<file path="src/rtl/c432_test_sequencer_if.sv">
// Pattern-source and result-consumer handshakes of the c432 test sequencer.
interface c432_test_sequencer_if #(
  parameter int CNT_W = 16
);
  logic             pat_valid;
  logic             pat_ready;
  logic [35:0]      pat_vec;
  logic [6:0]       pat_golden;
  logic             res_valid;
  logic             res_ready;
  logic [CNT_W-1:0] res_index;
  logic [6:0]       res_obs;
  logic             res_mismatch;

  // Bench / system side: supplies vectors, consumes results.
  modport master (
    output pat_valid, pat_vec, pat_golden, res_ready,
    input  pat_ready, res_valid, res_index, res_obs, res_mismatch
  );

  // Sequencer side.
  modport slave (
    input  pat_valid, pat_vec, pat_golden, res_ready,
    output pat_ready, res_valid, res_index, res_obs, res_mismatch
  );
endinterface

</file>
<file path="src/rtl/c432_test_sequencer.sv">
// Test controller around the combinational c432 core: fetches vectors,
// drives them, waits a settle time, captures and compares the response,
// counts mismatches and compacts responses into a 7-bit MISR.
module c432_test_sequencer #(
  parameter int         SETTLE_CYCLES = 2,
  parameter int         CNT_W         = 16,
  parameter logic [6:0] MISR_POLY     = 7'h41
) (
  input  logic                 clk,
  input  logic                 rst,
  c432_test_sequencer_if.slave bus,
  input  logic                 start,
  input  logic [CNT_W-1:0]     num_patterns,
  output logic [35:0]          dut_in,
  input  logic [6:0]           dut_out,
  output logic                 busy,
  output logic                 done,
  output logic [CNT_W-1:0]     mismatch_count,
  output logic                 first_fail_valid,
  output logic [CNT_W-1:0]     first_fail_idx,
  output logic [6:0]           signature
);
  // A settle time of zero still needs one cycle for the core to respond.
  localparam int S  = (SETTLE_CYCLES < 1) ? 1 : SETTLE_CYCLES;
  localparam int SW = (S > 1) ? $clog2(S) : 1;

  localparam logic [2:0] IDLE    = 3'd0;
  localparam logic [2:0] FETCH   = 3'd1;
  localparam logic [2:0] APPLY   = 3'd2;
  localparam logic [2:0] CAPTURE = 3'd3;
  localparam logic [2:0] REPORT  = 3'd4;
  localparam logic [2:0] DONE    = 3'd5;

  logic [2:0]       state;
  logic [SW-1:0]    settle;
  logic [6:0]       golden;
  logic [CNT_W-1:0] idx;
  logic [CNT_W-1:0] num_lat;
  logic [CNT_W-1:0] idx_nxt;
  logic [6:0]       res_obs_q;
  logic             res_mm_q;
  logic             cap_mm;
  logic [6:0]       sig_nxt;

  assign idx_nxt = idx + CNT_W'(1);
  assign cap_mm  = (dut_out != golden);
  assign sig_nxt = {signature[5:0], 1'b0} ^ (signature[6] ? MISR_POLY : 7'h00) ^ dut_out;

  assign bus.pat_ready    = (state == FETCH);
  assign bus.res_valid    = (state == REPORT);
  assign bus.res_index    = idx;
  assign bus.res_obs      = res_obs_q;
  assign bus.res_mismatch = res_mm_q;
  assign busy             = (state != IDLE);
  assign done             = (state == DONE);

  // Sequencer FSM with its datapath registers.
  always_ff @(posedge clk or posedge rst) begin
    if (rst) begin
      state            <= IDLE;
      settle           <= '0;
      golden           <= '0;
      idx              <= '0;
      num_lat          <= '0;
      dut_in           <= '0;
      res_obs_q        <= '0;
      res_mm_q         <= 1'b0;
      mismatch_count   <= '0;
      first_fail_valid <= 1'b0;
      first_fail_idx   <= '0;
      signature        <= '0;
    end else begin
      case (state)
        IDLE: if (start) begin
          mismatch_count   <= '0;
          first_fail_valid <= 1'b0;
          first_fail_idx   <= '0;
          signature        <= '0;
          idx              <= '0;
          num_lat          <= num_patterns;
          state            <= (num_patterns == '0) ? DONE : FETCH;
        end
        FETCH: if (bus.pat_valid) begin
          dut_in <= bus.pat_vec;
          golden <= bus.pat_golden;
          settle <= SW'(S - 1);
          state  <= APPLY;
        end
        APPLY: begin
          if (settle == '0) state <= CAPTURE;
          else settle <= settle - SW'(1);
        end
        CAPTURE: begin
          res_obs_q <= dut_out;
          res_mm_q  <= cap_mm;
          signature <= sig_nxt;
          if (cap_mm) begin
            if (mismatch_count != '1) mismatch_count <= mismatch_count + CNT_W'(1);
            if (!first_fail_valid) begin
              first_fail_valid <= 1'b1;
              first_fail_idx   <= idx;
            end
          end
          state <= REPORT;
        end
        REPORT: if (bus.res_ready) begin
          idx   <= idx_nxt;
          state <= (idx_nxt == num_lat) ? DONE : FETCH;
        end
        DONE:    state <= IDLE;
        default: state <= IDLE;
      endcase
    end
  end
endmodule
</file>
<file path="src/flat_wrapper.sv">
// flat-port wrapper written by rule: the top's interface ports become plain ports
module c432_test_sequencer_flat 
#(
  parameter int         SETTLE_CYCLES = 2,
  parameter int         CNT_W         = 16,
  parameter logic [6:0] MISR_POLY     = 7'h41
)
  (clk, rst, start, num_patterns, dut_in, dut_out, busy, done, mismatch_count, first_fail_valid, first_fail_idx, signature, bus_pat_valid, bus_pat_vec, bus_pat_golden, bus_res_ready, bus_pat_ready, bus_res_valid, bus_res_index, bus_res_obs, bus_res_mismatch);
  c432_test_sequencer_if #(.CNT_W(CNT_W)) bus_i ();
  input  logic clk;
  input  logic rst;
  input  logic start;
  input  logic [CNT_W-1:0] num_patterns;
  output logic [35:0] dut_in;
  input  logic [6:0] dut_out;
  output logic busy;
  output logic done;
  output logic [CNT_W-1:0] mismatch_count;
  output logic first_fail_valid;
  output logic [CNT_W-1:0] first_fail_idx;
  output logic [6:0] signature;
  input wire logic [$bits(bus_i.pat_valid)-1:0] bus_pat_valid;
  input wire logic [$bits(bus_i.pat_vec)-1:0] bus_pat_vec;
  input wire logic [$bits(bus_i.pat_golden)-1:0] bus_pat_golden;
  input wire logic [$bits(bus_i.res_ready)-1:0] bus_res_ready;
  output wire logic [$bits(bus_i.pat_ready)-1:0] bus_pat_ready;
  output wire logic [$bits(bus_i.res_valid)-1:0] bus_res_valid;
  output wire logic [$bits(bus_i.res_index)-1:0] bus_res_index;
  output wire logic [$bits(bus_i.res_obs)-1:0] bus_res_obs;
  output wire logic [$bits(bus_i.res_mismatch)-1:0] bus_res_mismatch;
  assign bus_i.pat_valid = bus_pat_valid;
  assign bus_i.pat_vec = bus_pat_vec;
  assign bus_i.pat_golden = bus_pat_golden;
  assign bus_i.res_ready = bus_res_ready;
  assign bus_pat_ready = bus_i.pat_ready;
  assign bus_res_valid = bus_i.res_valid;
  assign bus_res_index = bus_i.res_index;
  assign bus_res_obs = bus_i.res_obs;
  assign bus_res_mismatch = bus_i.res_mismatch;
  c432_test_sequencer #(.SETTLE_CYCLES(SETTLE_CYCLES), .CNT_W(CNT_W), .MISR_POLY(MISR_POLY)) u_core (.clk(clk), .rst(rst), .bus(bus_i), .start(start), .num_patterns(num_patterns), .dut_in(dut_in), .dut_out(dut_out), .busy(busy), .done(done), .mismatch_count(mismatch_count), .first_fail_valid(first_fail_valid), .first_fail_idx(first_fail_idx), .signature(signature));
endmodule
</file>
<file path="config.mk">
export PLATFORM = sky130hd
export DESIGN_NAME = c432_test_sequencer_flat
export DESIGN_NICKNAME = d
export VERILOG_FILES = /design/src/rtl/c432_test_sequencer_if.sv /design/src/rtl/c432_test_sequencer.sv /design/src/flat_wrapper.sv
export SDC_FILE = /design/constraint.sdc
export NUM_CORES = 1
export LEC_CHECK = 0
export CORE_MARGIN = 5
export CORE_UTILIZATION = 30
export DETAILED_ROUTE_END_ITERATION = 10
export MAX_ROUTING_LAYER = met4
export PLACE_DENSITY = 0.57
export SETUP_SLACK_MARGIN = 0.5
export SYNTH_ARGS = -nofsm -noshare
export SYNTH_HDL_FRONTEND = slang
export SYNTH_SLANG_ARGS = --single-unit
</file>
<file path="constraint.sdc">
create_clock -name clk -period 4.2 [get_ports clk]
set_input_delay 1.05 -clock clk [delete_from_list [all_inputs] [get_ports clk]]
set_output_delay 1.05 -clock clk [all_outputs]
set_load 0.01 [all_outputs]
</file>
== Word level (Yosys, flattened, before mapping) ==
Index checks and enable logic that the tools add are counted.

* $add $sub $neg: 3
* Equal/unequal tests: 15
* Bitwise logic cells: 2
* Reductions and logical operators: 15
* Multiplexer cells: 25

{| class="wikitable"
|+ Operators with widths
! operator !! number
|-
| 16-bit two-way mux || 6
|-
| 16-bit case mux with 2 select lines || 3
|-
| 16-bit by 1-bit adder with 16-bit output, second input constant || 2
|-
| 3-bit two-way mux || 6
|-
| 16-bit == test || 1
|-
| 16-bit zero test || 1
|-
| 16-bit != test, second input constant || 1
|-
| 3-bit case mux with 5 select lines || 1
|-
| 7-bit two-way mux || 2
|-
| 7-bit case mux with 2 select lines || 1
|-
| 7-bit bitwise XOR || 2
|-
| 4-bit AND reduction || 3
|-
| 2-bit != test, second input constant || 5
|-
| 2-bit AND reduction || 4
|-
| 7-bit != test || 1
|-
| 3-bit by 2-bit == test with 1-bit output, second input constant || 2
|-
| 3-bit == test, second input constant || 2
|-
| 3-bit AND reduction || 2
|-
| 2-bit nonzero test || 3
|-
| 1-bit two-way mux || 4
|-
| 2-bit by 1-bit != test with 1-bit output, second input constant || 2
|-
| 1-bit case mux with 2 select lines || 2
|-
| 3-bit by 1-bit == test with 1-bit output, second input constant || 1
|-
| 3-bit zero test || 1
|-
| 2 further kinds || 2
|}

* Register bits: 127
* Output and inout port bits: 104
* Input port bits: 71

== Logic depth before layout (Yosys ltp) ==
Gate-level depths: netlist of the first run.

* Depth in word-level cells: 5
* Mapped depth: 9

== Worst setup path after synthesis of the first run ==
No wires, ideal clock.

* Path type: input to register
* Start point: in bus_pat_valid
* End point: reg u_core.state[2]
* Buffers on the path: 0
* Arrival: 2.218 ns
* Cell stages on the path: 6
* Setup slack: 1.886 ns
* Cells stage by stage: mux2_1 > o22ai_1 > o21a_1 > or3_1 > a2111o_1 > o31ai_1

* Word-level cells in the longest chain between the ends: 2

{| class="wikitable"
|+ Ends and longest elaborated chain
! item !! line !! text
|-
| start, declared || flat_wrapper.sv:22 || <nowiki>input wire logic [$bits(bus_i.pat_valid)-1:0] bus_pat_valid;</nowiki>
|-
| 2-bit != test (no source line) || - ||
|-
| 4-bit AND reduction (no source line) || - ||
|-
| end signal, assigned || c432_test_sequencer.sv:81 || <nowiki>state <= (num_patterns == '0) ? DONE : FETCH;</nowiki>
|-
| end signal, assigned || c432_test_sequencer.sv:108 || <nowiki>state <= (idx_nxt == num_lat) ? DONE : FETCH;</nowiki>
|-
| end, declared || c432_test_sequencer.sv:34 || <nowiki>logic [2:0] state;</nowiki>
|}

Every way passes these cells.
A chain may end at the register's enable or synchronous reset.

== Final worst setup path of the first run ==
* Start point: reg u_core.state[1]
* End point: out busy

* Word-level cells in the longest chain between the ends: 1

{| class="wikitable"
|+ Ends and longest elaborated chain
! item !! line !! text
|-
| 3-bit nonzero test || c432_test_sequencer.sv:54 || <nowiki>assign busy = (state != IDLE);</nowiki>
|-
| end, declared || flat_wrapper.sv:16 || <nowiki>output logic busy;</nowiki>
|}

Every way passes these cells.

==> metrics.cfg, run 1 <==
[sta]
max_freq_mhz = 330
period_share_pct = 72.1
fin_tns_setup_ps = 0
worst_slew_pin_slew_ps = 1080
finalSetupViolCount = 0
rsz0062_at_grt = false
period_minus_slack_ps = 3030
fin_worst_skew_ps = 6.40
hold_viol_final = 0
holdWs_ps = 470
slew_headroom_pct = 27.6
slew_viol_final = 0

[drt]
viasPerCell = 4.68
drc_errors = 0
first_pass_iters = 4
drt-initial-drc-count = 215
routed_wl_mm = 16.6
ant_nets = 0
wire_per_inst_um = 16.0
vias = 4848

[pwr]
swShare_pct = 32.0
p_leak_nw = 3.63
peakVddDrop_uv = 380
power_density_mw_per_mm2 = 608
p_seq_share_pct = 36.3
p_int_mw = 3.54
switchingPower_mw = 1.67
power_frac_comb_pct = 34.5
p_clk_share_pct = 29.2

[clock_network]
cts_tree = done
worstSkewPairLatency_ps = 420
clkSinkCount = 127
post_cts_buffers = 0
clockRootBuffer = clkbuf_16
cts_buffer_depth = 2
cts_htree_levels = 4
clk_pin_slew_ps = 60
postCtsHoldBufs = 0
cts_buffers = 17
ctsResizeCount = 0

[floorplanning]
dieArea_mm2 = 0.0229
start_util_pct = 30.6
die_x_um = 151
die_h_um = 151
rows = 51
io_pins = 175
fp.coreArea_mm2 = 0.0196

[global_routing]
grt_pass1_vias = 5114
grt_max_degree = 63
grt_use_total_pct = 15.7
grt_overflow_total = 0
grt_pass1_wl_mm = 27.0
antenna_found_initial = 1

[critical_path]
worst-r2r-setup-slack_ps = 1550
crit_required_ps = 3150
cpPeakStageDelay_ps = 510
critical_path.max_fanout = 11
start_kind = register
path_delay_family = buffers and inverters
critPathCaptureType = primary output
r2r-start = u_core.state[2]
arrival_ps = 1980
cp_cell_sequence = nor3_1 > inv_1 > clkdlybuf4s50_1
ff2ff_path_depth = 5
crit_type = register to primary output
crit_buf_inv = 2
r2r-end = u_core.first_fail_idx[14]
slowest_stage = clkdlybuf4s50_1

[layout]
final_common_cell = clkdlybuf4s50_1
mostFrequentLayoutCells = clkdlybuf4s50_1 (174), nand2_1 (142), dfrtp_1 (127), o21ai_0 (49), mux2_2 (43)
area_growth_pct = 42.8
drive_gt1_share_pct = 12.3
layout.nets = 830
fin_area_mm2 = 0.00857

[logic_synthesis]
ys_seq_area_share_pct = 52.9
synth_edf_count = 0
async_reset_ff_share_pct = 100
synth_cells = 594
syn-num-nets = 667
synth-warning-count = 0
syn_avg_cell_area_um2 = 10.1
yosysUniqueCellTypes = 56
synth_top_flop_cell = dfrtp_1
ys_ff_latch = 127
netlist_area_mm2 = 0.00600

[placed_design]
dpl.hpwl_mm = 12.3
place.gp.congestion = 0.816
io_buffers = 174
dpl_cell_area_mm2 = 0.00796

[worst_hold_path]
hold_path.class = register to register
hp-start = u_core.bus.res_obs[1]
hold_depth = 2
hold_end = u_core.bus.res_obs[1]

[run_status]
status = completed

[flow_run]
maxCapViolCount = 0

## routing by layer
layer	global-route usage, %	part of all wire, %	vias up
met1	18.7	42	2307
met5	-	0	-
met2	25.3	49	161
met4	5.21	1.7	0
li1	-	-	2360
met3	4.91	7.3	20
## synthesized netlist by cell type, types with 2 or more instances
library cell | count | area, um2
mux2i_1 | 8 | 80.1
o31ai_1 | 8 | 60.1
nor2_1 | 25 | 93.8
buf_4 | 5 | 37.5
nand2b_1 | 4 | 25.0
o21ai_0 | 49 | 245
ha_1 | 2 | 25.0
and4_4 | 2 | 22.5
nand2_1 | 143 | 537
buf_2 | 9 | 45.0
a21oi_1 | 6 | 30.0
a211oi_1 | 2 | 15.0
nand3_1 | 17 | 85.1
nor4_1 | 7 | 43.8
dfrtp_1 | 127 | 3180
nor2b_1 | 3 | 18.8
nand4_1 | 8 | 50.1
and3_1 | 7 | 43.8
nor3_1 | 10 | 50.1
xor2_1 | 11 | 96.3
mux2_2 | 43 | 484
xnor2_1 | 30 | 263
and2_1 | 5 | 31.3
o22a_1 | 2 | 17.5
inv_1 | 5 | 18.8
o22ai_1 | 2 | 12.5
clkbuf_1 | 18 | 67.6
o211ai_1 | 2 | 15.0
a31oi_1 | 7 | 43.8
## final cells by class
type / instances / area (um2)
antenna: 1 / 2.50
clock buffer: 19 / 453
clock inverter: 13 / 163
fill: 1881 / 11000
inverter: 5 / 22.5
multi-input combinational: 427 / 2630
sequential: 127 / 3180
tap: 265 / 332
timing repair buffer: 179 / 1790
## worst min-delay path, stage by stage, from the launching register on
cell     delay (ps)
dfrtp_1         340
nand2_1          50
nand2_1          50
## kinds of logic after synthesis
logic type,count (synthesis),share of synthesized area (%)
mux,52,9.59
compound gates,88,8.88
flops,127,52.9
xor+xnor,41,5.98
simple gates,244,18.9
fa+ha+maj,2,0.417
buf+inv,40,3.33
## worst max path at each step
| stage | startpoint | endpoint | cells past startpoint |
|---|---|---|---|
| after CTS | u_core.state[1] | busy | 3 |
| after global routing | u_core.state[1] | bus_res_valid | 4 |
| final | u_core.state[1] | busy | 3 |
| after floorplan | rst | u_core.bus.res_index[0] | 1 |
| after detailed placement | dut_out[3] | u_core.first_fail_idx[14] | 6 |
| after global placement | dut_out[0] | u_core.first_fail_idx[2] | 6 |
## registers in the layout, summed over array words and instances (netlist names)
| register | cells |
|---|---|
| u_core.bus.res_index | 16 |
| u_core.num_lat | 16 |
| u_core.mismatch_count | 16 |
| u_core.first_fail_valid | 1 |
| u_core.dut_in | 36 |
| u_core.state | 3 |
| u_core.golden | 7 |
| u_core.settle | 1 |
| u_core.signature | 7 |
| u_core.bus.res_mismatch | 1 |
| u_core.first_fail_idx | 16 |
| u_core.bus.res_obs | 7 |
## power by group through the flow
stage	Sequential, mW	Clock [mW]	Combinational (mW)
after floorplan	1.95	0	0.905
after global placement	1.89	0	1.79
after detailed placement	1.91	0	1.82
after CTS	1.90	1.56	1.83
after global routing	1.95	1.62	1.97
final	1.89	1.52	1.80
## stage by stage
step	std cells	total power, mW	setup slack, ps	util [%]
final	1036	5.21	1170	43.8
after global routing	1036	5.54	1000	43.8
after CTS	1035	5.30	1150	43.8
after detailed placement	1003	3.73	987	40.6
after global placement	1003	3.68	1110	40.6
after floorplan	594	2.85	1580	-
No activity file was read; power rests on OpenSTA's default activity.
==> run 2, diff against run 1 <==
==> constraint.sdc (replaced) <==
create_clock -name clk -period 2.7 [get_ports clk]
set_input_delay 0.675 -clock clk [delete_from_list [all_inputs] [get_ports clk]]
set_output_delay 0.675 -clock clk [all_outputs]
set_load 0.01 [all_outputs]
==> run 2 against run 1 <==
  * Sequential power is 56% higher
  * Critical endpoint is now mismatch_count[5]
  * Utilization is 1.4 points higher
  * Final cell count is 2.5% higher
  * Design area is 3.2% higher
  * Via count is 2.3% higher
  * Clock skew is 1.7 ps higher
==> metrics.cfg, run 2 (synthesis gave the netlist of run 1 again) <==
[critical_path]
critical_path.max_fanout = 6
arrival_ps = 1480
crit_buf_inv = 1
r2r-end = u_core.state[2]
worst-path-stages = 1
cp_cell_sequence = clkdlybuf4s50_1
ff2ff_path_depth = 6
crit_type = register to primary output
r2r-start = u_core.bus.res_index[0]
critPathCaptureType = primary output
endpoint = mismatch_count[5]
start_kind = register
path_delay_family = buffers and inverters
worst-r2r-setup-slack_ps = 600
crit_required_ps = 2030
slowest_stage = clkdlybuf4s50_1
setup.worst_path.start = u_core.mismatch_count[5]
cpPeakStageDelay_ps = 590

[layout]
nFillCells = 1899
drive_gt1_share_pct = 18.8
seq_area_mm2 = 0.00320
regMostFlops = u_core.dut_in
layout.nets = 857
final_common_cell = clkdlybuf4s50_1
area_growth_pct = 47.4
largest_reg_flops = 36
mostFrequentLayoutCells = clkdlybuf4s50_1 (168), nand2_1 (141), dfrtp_1 (110), o21ai_0 (49), mux2_2 (43)
multi_input_area_mm2 = 0.00269
fin_cells = 1062

[global_routing]
grt_max_degree = 66
grt_pass1_vias = 5224
grt_overflow_total = 0
antenna_found_initial = 1
grt_use_total_pct = 15.6
grt_pass1_wl_mm = 26.9

[clock_network]
worstSkewPairLatency_ps = 410
clk_pin_slew_ps = 60
clockRootBuffer = clkbuf_16
cts_tree = done
clkSinkCount = 127
cts_buffer_depth = 2
cts_buffers = 17
cts_htree_levels = 4

[sta]
max_freq_mhz = 465
finalSetupViolCount = 0
slew_headroom_pct = 54.8
period_minus_slack_ps = 2150
hold_viol_final = 0
worst_slew_pin_slew_ps = 676
slew_viol_final = 0
rsz0062_at_grt = true
period_share_pct = 79.6
fin_tns_setup_ps = 0
fin_worst_skew_ps = 8.15

[pwr]
p_leak_nw = 3.78
swShare_pct = 31.8
p_int_mw = 5.58
peakVddDrop_uv = 476
power_density_mw_per_mm2 = 924
power_frac_comb_pct = 36.2
p_clk_share_pct = 27.8
switchingPower_mw = 2.60
p_seq_share_pct = 36.0

[floorplanning]
fp.coreArea_mm2 = 0.0196
io_pins = 175
die_x_um = 151
dieArea_mm2 = 0.0229
rows = 51
die_h_um = 151
start_util_pct = 30.6

[flow_run]
maxCapViolCount = 0

[placed_design]
io_buffers = 174
dpl.hpwl_mm = 12.3
place_inst = 1015
place.gp.congestion = 0.853

[drt]
top_layer_used = met4
first_pass_iters = 5
ant_nets = 0
viasPerCell = 4.67
wire_per_inst_um = 15.9
drt-met1-wl_mm = 6.90
wl_met2_mm = 8.33
vias = 4961
dr_wl_met3_mm = 1.36
drc_errors = 0
routed_wl_mm = 16.8
drt-initial-drc-count = 278

[worst_hold_path]
hold_path.class = register to register
hp-start = u_core.bus.res_obs[2]

[run_status]
status = completed

-- run 2: cell count changes in the layout (fill, tap and decap cells not counted), moves of 3 or more --
cell,delta
nor3_1,-3
dfrtp_1,-17
clkdlybuf4s50_1,-6
buf_4,+24
dfrtp_2,+17
-- run 2: layer usage --
layer | global-route usage (%) | vias up
met5 | - | -
met4 | 5.03 | 0
met3 | 5.86 | 20
met2 | 25.4 | 136
met1 | 17.7 | 2386
li1 | - | 2419
-- run 2: worst min-delay path by stage --
stage / slack [ps] / cells after the start / to
floorplan: 470 / 2 / u_core.num_lat[10]
global placement: 460 / 2 / u_core.bus.res_obs[2]
detailed placement: 460 / 2 / u_core.bus.res_obs[2]
CTS: 480 / 2 / u_core.bus.res_obs[2]
global route: 520 / 2 / u_core.bus.res_obs[5]
finish: 470 / 2 / u_core.bus.res_obs[2]
-- run 2: power groups by stage --
stage / clock, mW / combinational, mW / sequential (mW)
final: 2.28 / 2.96 / 2.94
after global routing: 2.41 / 3.24 / 3.03
after CTS: 2.32 / 2.98 / 2.94
after detailed placement: 0 / 2.88 / 2.97
after global placement: 0 / 2.82 / 2.94
after floorplan: 0 / 1.41 / 3.03
-- run 2: what timing repair did --
| action | in CTS | in global routing |
|---|---|---|
| hold buffers | 0 | 0 |
| setup endpoints to repair | 24 | 21 |
| gates resized for setup | 27 | 15 |
| setup buffers | 8 | 7 |
| pin swaps | 1 | 6 |
| endpoints found under the hold margin | 0 | 0 |
-- run 2: area by class of cell --
cell class	count	area share, %
inverter	5	0.255
clock buffer	21	5.43
clock inverter	10	1.26
antenna	1	0.0283
sequential	127	36.2
multi-input combinational	427	30.3
tap	265	3.75
timing repair buffer	206	22.8
-- run 2: through the flow --
stage,area (um2),worst slack [ps],total power [mW],hold WS (ps),utilization (%)
after floorplan,6010,458,4.44,465,-
after global placement,8070,96.8,5.76,459,41.2
after detailed placement,8070,69.2,5.84,461,41.2
after CTS,8760,449,8.25,475,44.7
after global routing,8850,454,8.68,518,45.2
final,8850,550,8.18,474,45.2
